File: src/rtl/shift_seq8.sv
// Multi-cycle 8-bit shift sequencer: applies a 0..3-position shifter stage
// iteratively until the requested 0..15 amount is consumed, then pulses done.
module shift_seq8 (
  input  logic       clk,
  input  logic       reset_n,
  input  logic       start,
  input  logic [1:0] op,
  input  logic [3:0] amt,
  input  logic [7:0] d_in,
  output logic [7:0] d_out,
  output logic       busy,
  output logic       done
);

  localparam int unsigned DW  = 8;
  localparam int unsigned AW  = 4;
  localparam int unsigned OPW = 2;

  localparam logic [OPW-1:0] OP_LSL = 2'b00;
  localparam logic [OPW-1:0] OP_LSR = 2'b01;
  localparam logic [OPW-1:0] OP_ASR = 2'b10;
  localparam logic [OPW-1:0] OP_ROR = 2'b11;

  typedef enum logic [1:0] {
    ST_IDLE  = 2'd0,
    ST_SHIFT = 2'd1,
    ST_DONE  = 2'd2
  } state_t;

  state_t          r_state;
  state_t          w_state_nxt;
  logic [DW-1:0]   r_acc;
  logic [AW-1:0]   r_rem;
  logic [OPW-1:0]  r_op;
  logic [DW-1:0]   r_d_out;
  logic            r_busy;
  logic            r_done;

  logic [1:0]      w_step;
  logic [AW-1:0]   w_rem_nxt;
  logic [DW-1:0]   w_shifted;
  logic [2*DW-1:0] w_rot;
  logic            w_busy_nxt;
  logic            w_done_nxt;

  // Per-pass step is the remaining amount clamped to the stage's 3-position limit
  always_comb begin
    w_step    = (r_rem > AW'(3)) ? 2'd3 : r_rem[1:0];
    w_rem_nxt = r_rem - AW'(w_step);
  end

  // Single shifter stage
  always_comb begin
    w_shifted = r_acc;
    w_rot     = {r_acc, r_acc} >> w_step;
    case (r_op)
      OP_LSL:  w_shifted = r_acc << w_step;
      OP_LSR:  w_shifted = r_acc >> w_step;
      OP_ASR:  w_shifted = DW'($signed(r_acc) >>> w_step);
      OP_ROR:  w_shifted = w_rot[DW-1:0];
      default: w_shifted = r_acc;
    endcase
  end

  always_ff @(posedge clk or negedge reset_n) begin
    if (!reset_n) r_state <= ST_IDLE;
    else          r_state <= w_state_nxt;
  end

  always_comb begin
    w_state_nxt = r_state;
    case (r_state)
      ST_IDLE: begin
        if (start) w_state_nxt = (amt == AW'(0)) ? ST_DONE : ST_SHIFT;
      end
      ST_SHIFT: begin
        if (w_rem_nxt == AW'(0)) w_state_nxt = ST_DONE;
      end
      ST_DONE:  w_state_nxt = ST_IDLE;
      default:  w_state_nxt = ST_IDLE;
    endcase
  end

  // busy/done are registered from the next state so they align with the state register
  always_comb begin
    w_busy_nxt = (w_state_nxt != ST_IDLE);
    w_done_nxt = (w_state_nxt == ST_DONE);
  end

  always_ff @(posedge clk or negedge reset_n) begin
    if (!reset_n) begin
      r_busy <= 1'b0;
      r_done <= 1'b0;
    end else begin
      r_busy <= w_busy_nxt;
      r_done <= w_done_nxt;
    end
  end

  // Datapath: operands captured only on accept; result captured on entry to DONE
  always_ff @(posedge clk or negedge reset_n) begin
    if (!reset_n) begin
      r_acc   <= '0;
      r_rem   <= '0;
      r_op    <= '0;
      r_d_out <= '0;
    end else begin
      case (r_state)
        ST_IDLE: begin
          if (start) begin
            r_acc <= d_in;
            r_rem <= amt;
            r_op  <= op;
            if (amt == AW'(0)) r_d_out <= d_in;
          end
        end
        ST_SHIFT: begin
          r_acc <= w_shifted;
          r_rem <= w_rem_nxt;
          if (w_rem_nxt == AW'(0)) r_d_out <= w_shifted;
        end
        default: ;
      endcase
    end
  end

  assign d_out = r_d_out;
  assign busy  = r_busy;
  assign done  = r_done;

endmodule

File: config.mk
export PLATFORM = sky130hd
export DESIGN_NAME = shift_seq8
export DESIGN_NICKNAME = d
export VERILOG_FILES = /design/src/rtl/shift_seq8.sv
export SDC_FILE = /design/constraint.sdc
export NUM_CORES = 1
export LEC_CHECK = 0
export CAP_MARGIN = 20
export CORE_ASPECT_RATIO = 0.7
export CORE_MARGIN = 3
export CORE_UTILIZATION = 54
export CTS_CLUSTER_DIAMETER = 50
export DETAILED_ROUTE_END_ITERATION = 10
export PLACE_DENSITY = 0.78
export SKIP_CTS_REPAIR_TIMING = 1
export SLEW_MARGIN = 5
export SYNTH_ARGS = -nofsm -noshare
export SYNTH_HDL_FRONTEND = slang
export SYNTH_SLANG_ARGS = --single-unit
File: constraint.sdc
create_clock -name clk -period 3.2 [get_ports clk]
set_input_delay 0.48 -clock clk [delete_from_list [all_inputs] [get_ports clk]]
set_output_delay 0.48 -clock clk [all_outputs]
set_load 0.01 [all_outputs]
== Word-level counts from Yosys, hierarchy flattened ==
Cells that the tools add are included.
Cells by class
  add/subtract/negate cells: 1
  order comparisons: 1
  muxes and demuxes: 14
  shifts and indexed selects: 4
  reduce and logical (&&, ||, !) cells: 9
  equal/unequal tests: 8
Operators with widths (count)
  $mux W8: 4
  $pmux W8 S2: 2
  $pmux W8 S4: 1
  $shr A16 B2 Y8: 1
  $logic_not A4 Y1: 2
  $mux W2: 4
  $pmux W4 S2: 1
  $shl A8 B2 Y8: 1
  $shr A8 B2 Y8: 1
  $sshr A8 B2 Y8: 1
  $eq A2 B2 Y1 const B: 3
  $ne A2 B2 Y1 const B: 3
  $eq A2 B1 Y1 const B: 2
  $gt A4 B2 Y1 const B: 1
  $logic_not A2 Y1: 2
  $mux W4: 1
  $pmux W2 S2: 1
  $reduce_and A2 Y1: 2
  $reduce_and A4 Y1: 1
  $reduce_bool A2 Y1: 2
  $sub A4 B2 Y4: 1
Storage, ports and cells
  output and inout port bits: 10
  bits in registers: 26
  word-level logic and storage cells: 44

== Logic depth before layout (Yosys ltp) ==
Gate-level depths: netlist (run 1).
  depth in word-level cells: 7
  mapped depth: 11
  mapped depth without buffers: 8

== Worst setup path after synthesis (run 1) ==
Ideal clock, no wire load.
  path kind: register to register
  start: register r_rem[0]
  end: register r_d_out[1], in the netlist d_out[1]
  stages on the path, launching flop included: 11
  arrival time: 2.355 ns
  required time: 3.075 ns
  setup slack: 0.720 ns
  library setup time: 0.125 ns
  cells stage by stage: dfrtp_1 buf_6 inv_1 clkbuf_1 o21ai_0 ha_1 or3b_1 a21oi_2 a21oi_4 inv_1 mux2_4
On the way
  cells in the longest elaborated chain, start to end: 6
  elaborated cells between the ends (all ways): 13
RTL lines
  from (decl): line 33  | logic [AW-1:0] r_rem;
  from (signal assigned): line 112  | r_rem <= amt;
  from (signal assigned): line 119  | r_rem <= w_rem_nxt;
  $gt A4 B2 Y1: line 48  | w_step = (r_rem > AW'(3)) ? 2'd3 : r_rem[1:0];
  $mux W2: line 48
  $sub A4 B2 Y4 (tied with other cells): line 49  | w_rem_nxt = r_rem - AW'(w_step);
  $logic_not A4 Y1 / $pmux W8 S4 (equally long branches): line 120, 56
  $ne A2 B2 Y1 (no source line) / $mux W8 (equally long branches)
  $reduce_and A4 Y1 (no source line) / $pmux W8 S2 (equally long branches)
  to (signal assigned): line 114  | if (amt == AW'(0)) r_d_out <= d_in;
  to (signal assigned): line 120  | if (w_rem_nxt == AW'(0)) r_d_out <= w_shifted;
  to (decl): line 35  | logic [DW-1:0] r_d_out;
Parallel ways exist; a longest one is shown, timed or not. The select of a mux whose other input is x is not followed.
A chain may end at the register's enable or synchronous reset.

== Final worst setup path (run 1) ==
  start: register r_rem[3]
  end: register r_d_out[1], in the netlist d_out[1]
Same word-level chain as after synthesis.

==> metrics.md, run 1 <==
| Metric | Value |
|---|---|
| Power per cell area | roughly 1200 mW/mm2 |
| Multi-input logic area | between 0.001 and 0.0015 mm2 |
| Final setup viols | 0 |
| Async SR Flop Fraction | 100% |
| Combinational power share | about three fifths |
| Post-synth EDFFs | 0 |
| Most frequent cells in the layout | 40 x nand2_1, 26 x dfrtp_1, 26 x clkdlybuf4s50_1 |
| Area Growth Syn to Fin | 18.1% |
| WL/cell | between 15 and 20 um |
| Post-DP Area | 0.00205 mm2 |
| CP Max Fanout | 16 |
| Residual DRC | 0 |
| Chip width | approximately 75 um |
| Kind of start point of the critical path | flop |
| Worst-Skew Late Latency | about 0.28 ns |
| Worst path cell trace | nor2_2 -> or2_2 -> ha_1 -> nor3b_2 -> a32o_1 -> a21oi_4 -> inv_1 -> mux2_4 |
| Fin crit share | 86.0% |
| Unique masters post-synth | 52 |
| N_diodes | 0 |
| CP Capture Type | flop |
| Prevailing post-synth register cell | dfrtp_1 |
| Sequential Power Share | 28.7% |
| Syn_area_per_cell | roughly 8.4 um2 |
| Max incr delay on CP | roughly 0.65 ns |
| Net Sw Frac | about half |
| Vias post-DR | 1807 |
| DRT Wirelength | between 5000 and 6000 um |
| Fillers | between 200 and 250 |
| Internal Power | around 1.4 mW |
| IO Pins | 27 |
| Share of cells above drive strength 1 | between 10% and 20% |
| Largest net degree at the start of global routing | 22 |
| Area of the mapped netlist | around 0.0018 mm2 |
| Slew HR | 46.9% |
| Post-route cell area | approximately 0.0021 mm2 |
| Commonest non-fill, non-tap cell in the layout | nand2_1 |
| Htree depth | 1 |
| Peak VDD IR | roughly 0.57 mV |
| Final Slew Violations | 0 |
| Slew @ Worst Pin | between 0.7 and 0.8 ns |
| Fin. Hold Viols | 0 |
| P_sw | 1.28 mW |
| TritonCTS clock tree | yes |
| Clock buffer depth | 2 |
| Max-cap viol count | 0 |
| Status | complete, no violations |
| R2R depth | 8 |
| DRT iter0 DRCs | 326 |
| Clk_skew | around 0.008 ns |
| Post-Synthesis Cells | around 210 |
| Clk sinks | 26 |
| CP Data Required Time | around 3.4 ns |
| Unrepaired setup endpoints after global routing | no |
| Yosys warns | 0 |
| Yosys reg bits | 26 |
| Routed vias/inst | between 6 and 7 |
| DP HPWL | ~3700 um |
| Core area | 0.00298 mm2 |
| Register Area | 651 um2 |
| LEAKAGE | slightly below 0.9 nW |
| Worst Setup Path Type | reg -> reg |
| All-layer global routing usage | 28.6% |
| Final setup TNS | 0 ns |
| GR Overflow Total | 0 |
| Minimum clock period | about 2.8 ns |
| PortBufs | 26 |
| Die Span Y | approximately 54 um |
| DR pass1 iterations | 7 |
| CTS root buffer | clkbuf_8 |
| Final antenna-violating net count | 0 |
| Power share of the clock group | a little over a tenth |
| Data arrival, critical path | slightly below 3 ns |
| First-pass GRT wire length | slightly below 9000 um |
| Vias in the first global route | approximately 1700 |
| Clock slew at reported path FFs | roughly 0.1 ns |
| Rows | 16 |
| Register area share after synthesis | 36.2% |
| Die ar. | 0.00407 mm2 |
| Routability cong. | ~1.0 |
| Fmax | roughly 0.36 GHz |
| HP Class | reg -> reg |
| Initial Utilization | ~60% |
| CTS Buf Count | 3 |
| Slowest CP cell | dfrtp_1 |
| Final nets | between 200 and 300 |
| Initial antenna violation count | 0 |
| Mapped Nets | ~230 |
| WHS Path Cells | 2 |
==> flip-flops by register name (all words and copies together) (netlist names) <==
| signal | cells |
|---|---|
| d_out | 8 |
| r_rem | 4 |
| busy | 1 |
| r_op | 2 |
| r_acc | 8 |
| done | 1 |
| r_state | 2 |
==> worst paths after layout <==
kind | from | end | slack (ns)
max | r_rem[3] | d_out[1] | 0.45
min | d_out[2] | d_out[2] | 0.51
max reg2reg | r_rem[3] | d_out[1] | 0.45
min reg2reg | d_out[2] | d_out[2] | 0.51
max in group asynchronous | reset_n | r_acc[3] | 1.90
min in group asynchronous | reset_n | r_rem[1] | 0.65
==> area by class of cell <==
class / count / area share, %
clock inverters: 1 / 1.41
inverters: 4 / 0.707
multi-input cells: 167 / 49.2
well taps: 36 / 2.12
clock buffers: 3 / 1.94
flip-flops and latches: 26 / 30.6
repair buffers: 31 / 14.0
==> power by group through the flow <==
stage                     clock network (mW)  registers (mW)  logic, mW
after floorplan                            0           0.646       1.20
after global placement                     0           0.734       1.50
after detailed placement                   0           0.748       1.55
after CTS                              0.284           0.741       1.56
after global routing                   0.301           0.778       1.74
final                                  0.284           0.757       1.59
==> worst max-delay path: cells and delay by family (launching register included) <==
kind            cells  cell delay (ns)
compound gates      2             0.66
fa+ha+maj           1             0.31
simple gates        3             0.57
mux                 1             0.31
buf+inv             1             0.14
flops               1             0.65
==> kinds of logic after synthesis <==
| group | count (synthesis) | synth area share [%] |
|---|---|---|
| mux | 8 | 4.94 |
| buf+inv | 20 | 5.77 |
| flops | 26 | 36.2 |
| compound gates | 70 | 28.7 |
| simple gates | 88 | 23.8 |
| fa+ha+maj | 1 | 0.695 |
==> per-layer routing <==
layer / vias to the layer above / wire [um] / GRT usage, %
li1: 823 / - / -
met1: 828 / 2300 / 42.5
met2: 133 / 2210 / 41.0
met3: 23 / 619 / 6.42
met4: 0 / 165 / 8.88
met5: - / 0 / 0
==> cells in the mapped netlist, types with 3 or more instances <==
master	count	share of area (%)
nand2_1	40	8.3
dfrtp_1	26	36
nor2_1	19	4.0
o21ai_0	13	3.6
a21oi_1	9	2.5
clkbuf_1	8	1.7
a22o_1	7	3.4
nor2b_1	6	2.1
a31oi_1	5	1.7
buf_2	5	1.4
o21ai_1	5	1.4
inv_1	4	0.83
mux2i_1	4	2.2
nor4_1	4	1.4
a32o_1	3	1.7
buf_6	3	1.9
nand3_1	3	0.83
o221a_2	3	1.9
o31ai_1	3	1.3
==> stage by stage <==
step	std cells	total power [mW]	utilization (%)	hold WS, ns	setup WS (ns)
finish	268	2.63	71.2	0.510	0.447
global placement	264	2.23	68.8	0.464	0.604
floorplan	213	1.85	-	0.184	0.720
global route	268	2.82	71.2	0.541	0.314
CTS	268	2.59	71.2	0.509	0.457
detailed placement	264	2.29	68.8	0.481	0.468
Power figures use the tool's default switching activity.
==> inputs of run 2 (changes only) <==
==> constraint.sdc (replaced) <==
create_clock -name clk -period 3.2 [get_ports clk]
set_input_delay 0.48 -clock clk [delete_from_list [all_inputs] [get_ports clk]]
set_output_delay 0.48 -clock clk [all_outputs]
set_load 0.02 [all_outputs]
==> results of run 2 <==
The final DEF is identical to that of run 1. Status: complete, no violations.
Main changes from that run: total power 2.63 mW -> 2.68 mW; worst IR drop on VDD 0.567 mV -> 0.591 mV
==> inputs of run 3 (changes only) <==
--- a/config.mk
+++ b/config.mk
@@ -6,7 +6,7 @@
 export NUM_CORES = 1
 export LEC_CHECK = 0
 export CAP_MARGIN = 20
-export CORE_ASPECT_RATIO = 0.7
+export CORE_ASPECT_RATIO = 1.25
 export CORE_MARGIN = 3
 export CORE_UTILIZATION = 54
 export CTS_CLUSTER_DIAMETER = 50
==> metrics.md, run 3 (same netlist as run 1, synthesis figures left out) <==
| Metric | Value |
|---|---|
| Htree depth | 1 (unchanged) |
| Commonest non-fill, non-tap cell in the layout | nand2_1 |
| CTS Buf Count | 3 (unchanged) |
| Register Area | 651 um2 (unchanged) |
| Worst-Skew Late Latency | 0.33 ns (+0.05 ns) |
| Final setup TNS | 0 ns (unchanged) |
| DR pass1 iterations | 4 (-3) |
| Routability cong. | 0.918 (-9.1%) |
| Vias in the first global route | 1791 (+5.0%) |
| Minimum clock period | 2.81 ns (+0.0596 ns) |
| Worst setup margin | 0.387 ns (-0.0596 ns) |
| TritonCTS clock tree | yes |
| Max incr delay on CP | 0.68 ns (+0.03 ns) |
| Slew @ Worst Pin | 0.673 ns (-0.122 ns) |
| Fin crit share | 87.9% (+1.9 points) |
| Share of cells above drive strength 1 | 10.7% (+0.38 points) |
| CP Max Fanout | 16 (unchanged) |
| Data arrival, critical path | 3.04 ns (+0.11 ns) |
| CP Data Required Time | 3.43 ns (+0.06 ns) |
| Area Growth Syn to Fin | 17.5% |
| Clk sinks | 26 (unchanged) |
| Rows | 22 (+6) |
| Fmax | 0.355 GHz (-2.1%) |
| Initial Utilization | 58.9% (-1.4 points) |
| Final nets | 252 (+0.40%) |
| GR Overflow Total | 0 (unchanged) |
| Vias post-DR | 1785 (-1.2%) |
| Initial antenna violation count | 0 (unchanged) |
| Unrepaired setup endpoints after global routing | no |
| Worst path cell trace | nor2_2 -> or2_2 -> ha_1 -> nor3b_2 -> a32o_1 -> a21oi_4 -> inv_1 -> mux2_4 |
| Die ar. | 0.00406 mm2 (-0.16%) |
| Most frequent cells in the layout | 40 x nand2_1, 26 x dfrtp_1, 26 x clkdlybuf4s50_1 |
| All-layer global routing usage | 25.4% (-3.2 points) |
| Clk_skew | 0.0142 ns (+0.00597 ns) |
| IO Pins | 27 (unchanged) |
| DRT Wirelength | 4950 um (-6.5%) |
| CTS root buffer | clkbuf_4 |
| Status | complete, no violations |
| Clock buffer depth | 2 (unchanged) |
| DRT iter0 DRCs | 122 (-63%) |
| Dpl ws | 0.486 ns (+0.0183 ns) |
| PortBufs | 26 (unchanged) |
| HP Class | in -> async |
| Fillers | 256 (+13%) |
| Power per cell area | about 1200 mW/mm2 |
| Final Slew Violations | 0 (unchanged) |
| Final setup viols | 0 (unchanged) |
| N_diodes | 0 (unchanged) |
| Fin. Hold Viols | 0 (unchanged) |
| Max-cap viol count | 0 (unchanged) |
| Residual DRC | 0 (unchanged) |
| Core area | 0.00306 mm2 (+2.4%) |
| Slowest CP cell | dfrtp_1 |
| Worst Setup Path Type | reg -> reg |
| Chip width | 57.6 um (-23%) |
| Kind of start point of the critical path | flop |
| Largest net degree at the start of global routing | 27 (+23%) |
| DP HPWL | 3510 um (-5.8%) |
| WL/cell | 18.4 um (-6.9%) |
| Die Span Y | 70.5 um (+30%) |
| Routed vias/inst | 6.64 (-1.6%) |
| Clock slew at reported path FFs | 0.17 ns (+0.07 ns) |
| CP Capture Type | flop |
| Multi-input logic area | 0.00104 mm2 (unchanged) |
| Peak VDD IR | 0.795 mV |
| Final antenna-violating net count | 0 (unchanged) |
| First-pass GRT wire length | 8230 um (-5.2%) |
| Slew HR | 55.1% (+8.3 points) |
| LEAKAGE | 0.872 nW (-0.30%) |
==> run 3: path summary, 6_finish.rpt <==
check,endpoint,startpoint,slack (ns),cells past startpoint
max in group asynchronous,busy,reset_n,2.45,2
min in group clk,d_out[7],d_out[7],0.50,2
max,d_out[1],r_rem[3],0.39,8
max reg2reg,d_out[1],r_rem[3],0.39,8
min,r_op[0],reset_n,0.49,2
min reg2reg,d_out[7],d_out[7],0.50,2
==> run 3: metal layers <==
layer	track usage (%)	part of all wire, %
met5	0	0
met4	10.6	2.5
met3	3.28	7.7
met2	44.0	51
met1	31.2	38
==> run 3: critical path: cells and delay by family (launching register included) <==
| family | cells | cell delay (ns) |
|---|---|---|
| DFF | 1 | 0.68 |
| AOI/OAI and AO/OA | 2 | 0.66 |
| buffers and inverters | 1 | 0.13 |
| muxes | 1 | 0.31 |
| adders and majority gates | 1 | 0.33 |
| and+or+nand+nor | 3 | 0.60 |
==> run 3: per-stage QoR <==
stage	instance area (um2)	utilization, %	total power, mW	hold WS, ns	std cells
detailed placement	2060	67.4	2.33	0.473	265
finish	2110	69.2	2.59	0.486	269
CTS	2110	69.2	2.57	0.507	269
global placement	2060	67.4	2.27	0.462	265
floorplan	1800	-	1.89	0.184	213
global route	2110	69.2	2.79	0.498	269
==> run 3: area by class of cell <==
type | count | share of cell area, %
timing repair buffer | 32 | 14.4
multi-input combinational | 167 | 49.4
clock inverter | 1 | 1.42
inverter | 4 | 0.710
clock buffer | 3 | 1.07
sequential | 26 | 30.8
tap | 36 | 2.13
==> run 3: where the power goes <==
group | leakage [nW] | internal [mW] | switching [mW]
logic | 0.528 | 0.699 | 0.905
clock network | 0.0279 | 0.127 | 0.111
registers | 0.316 | 0.490 | 0.260
total | 0.872 | 1.32 | 1.28
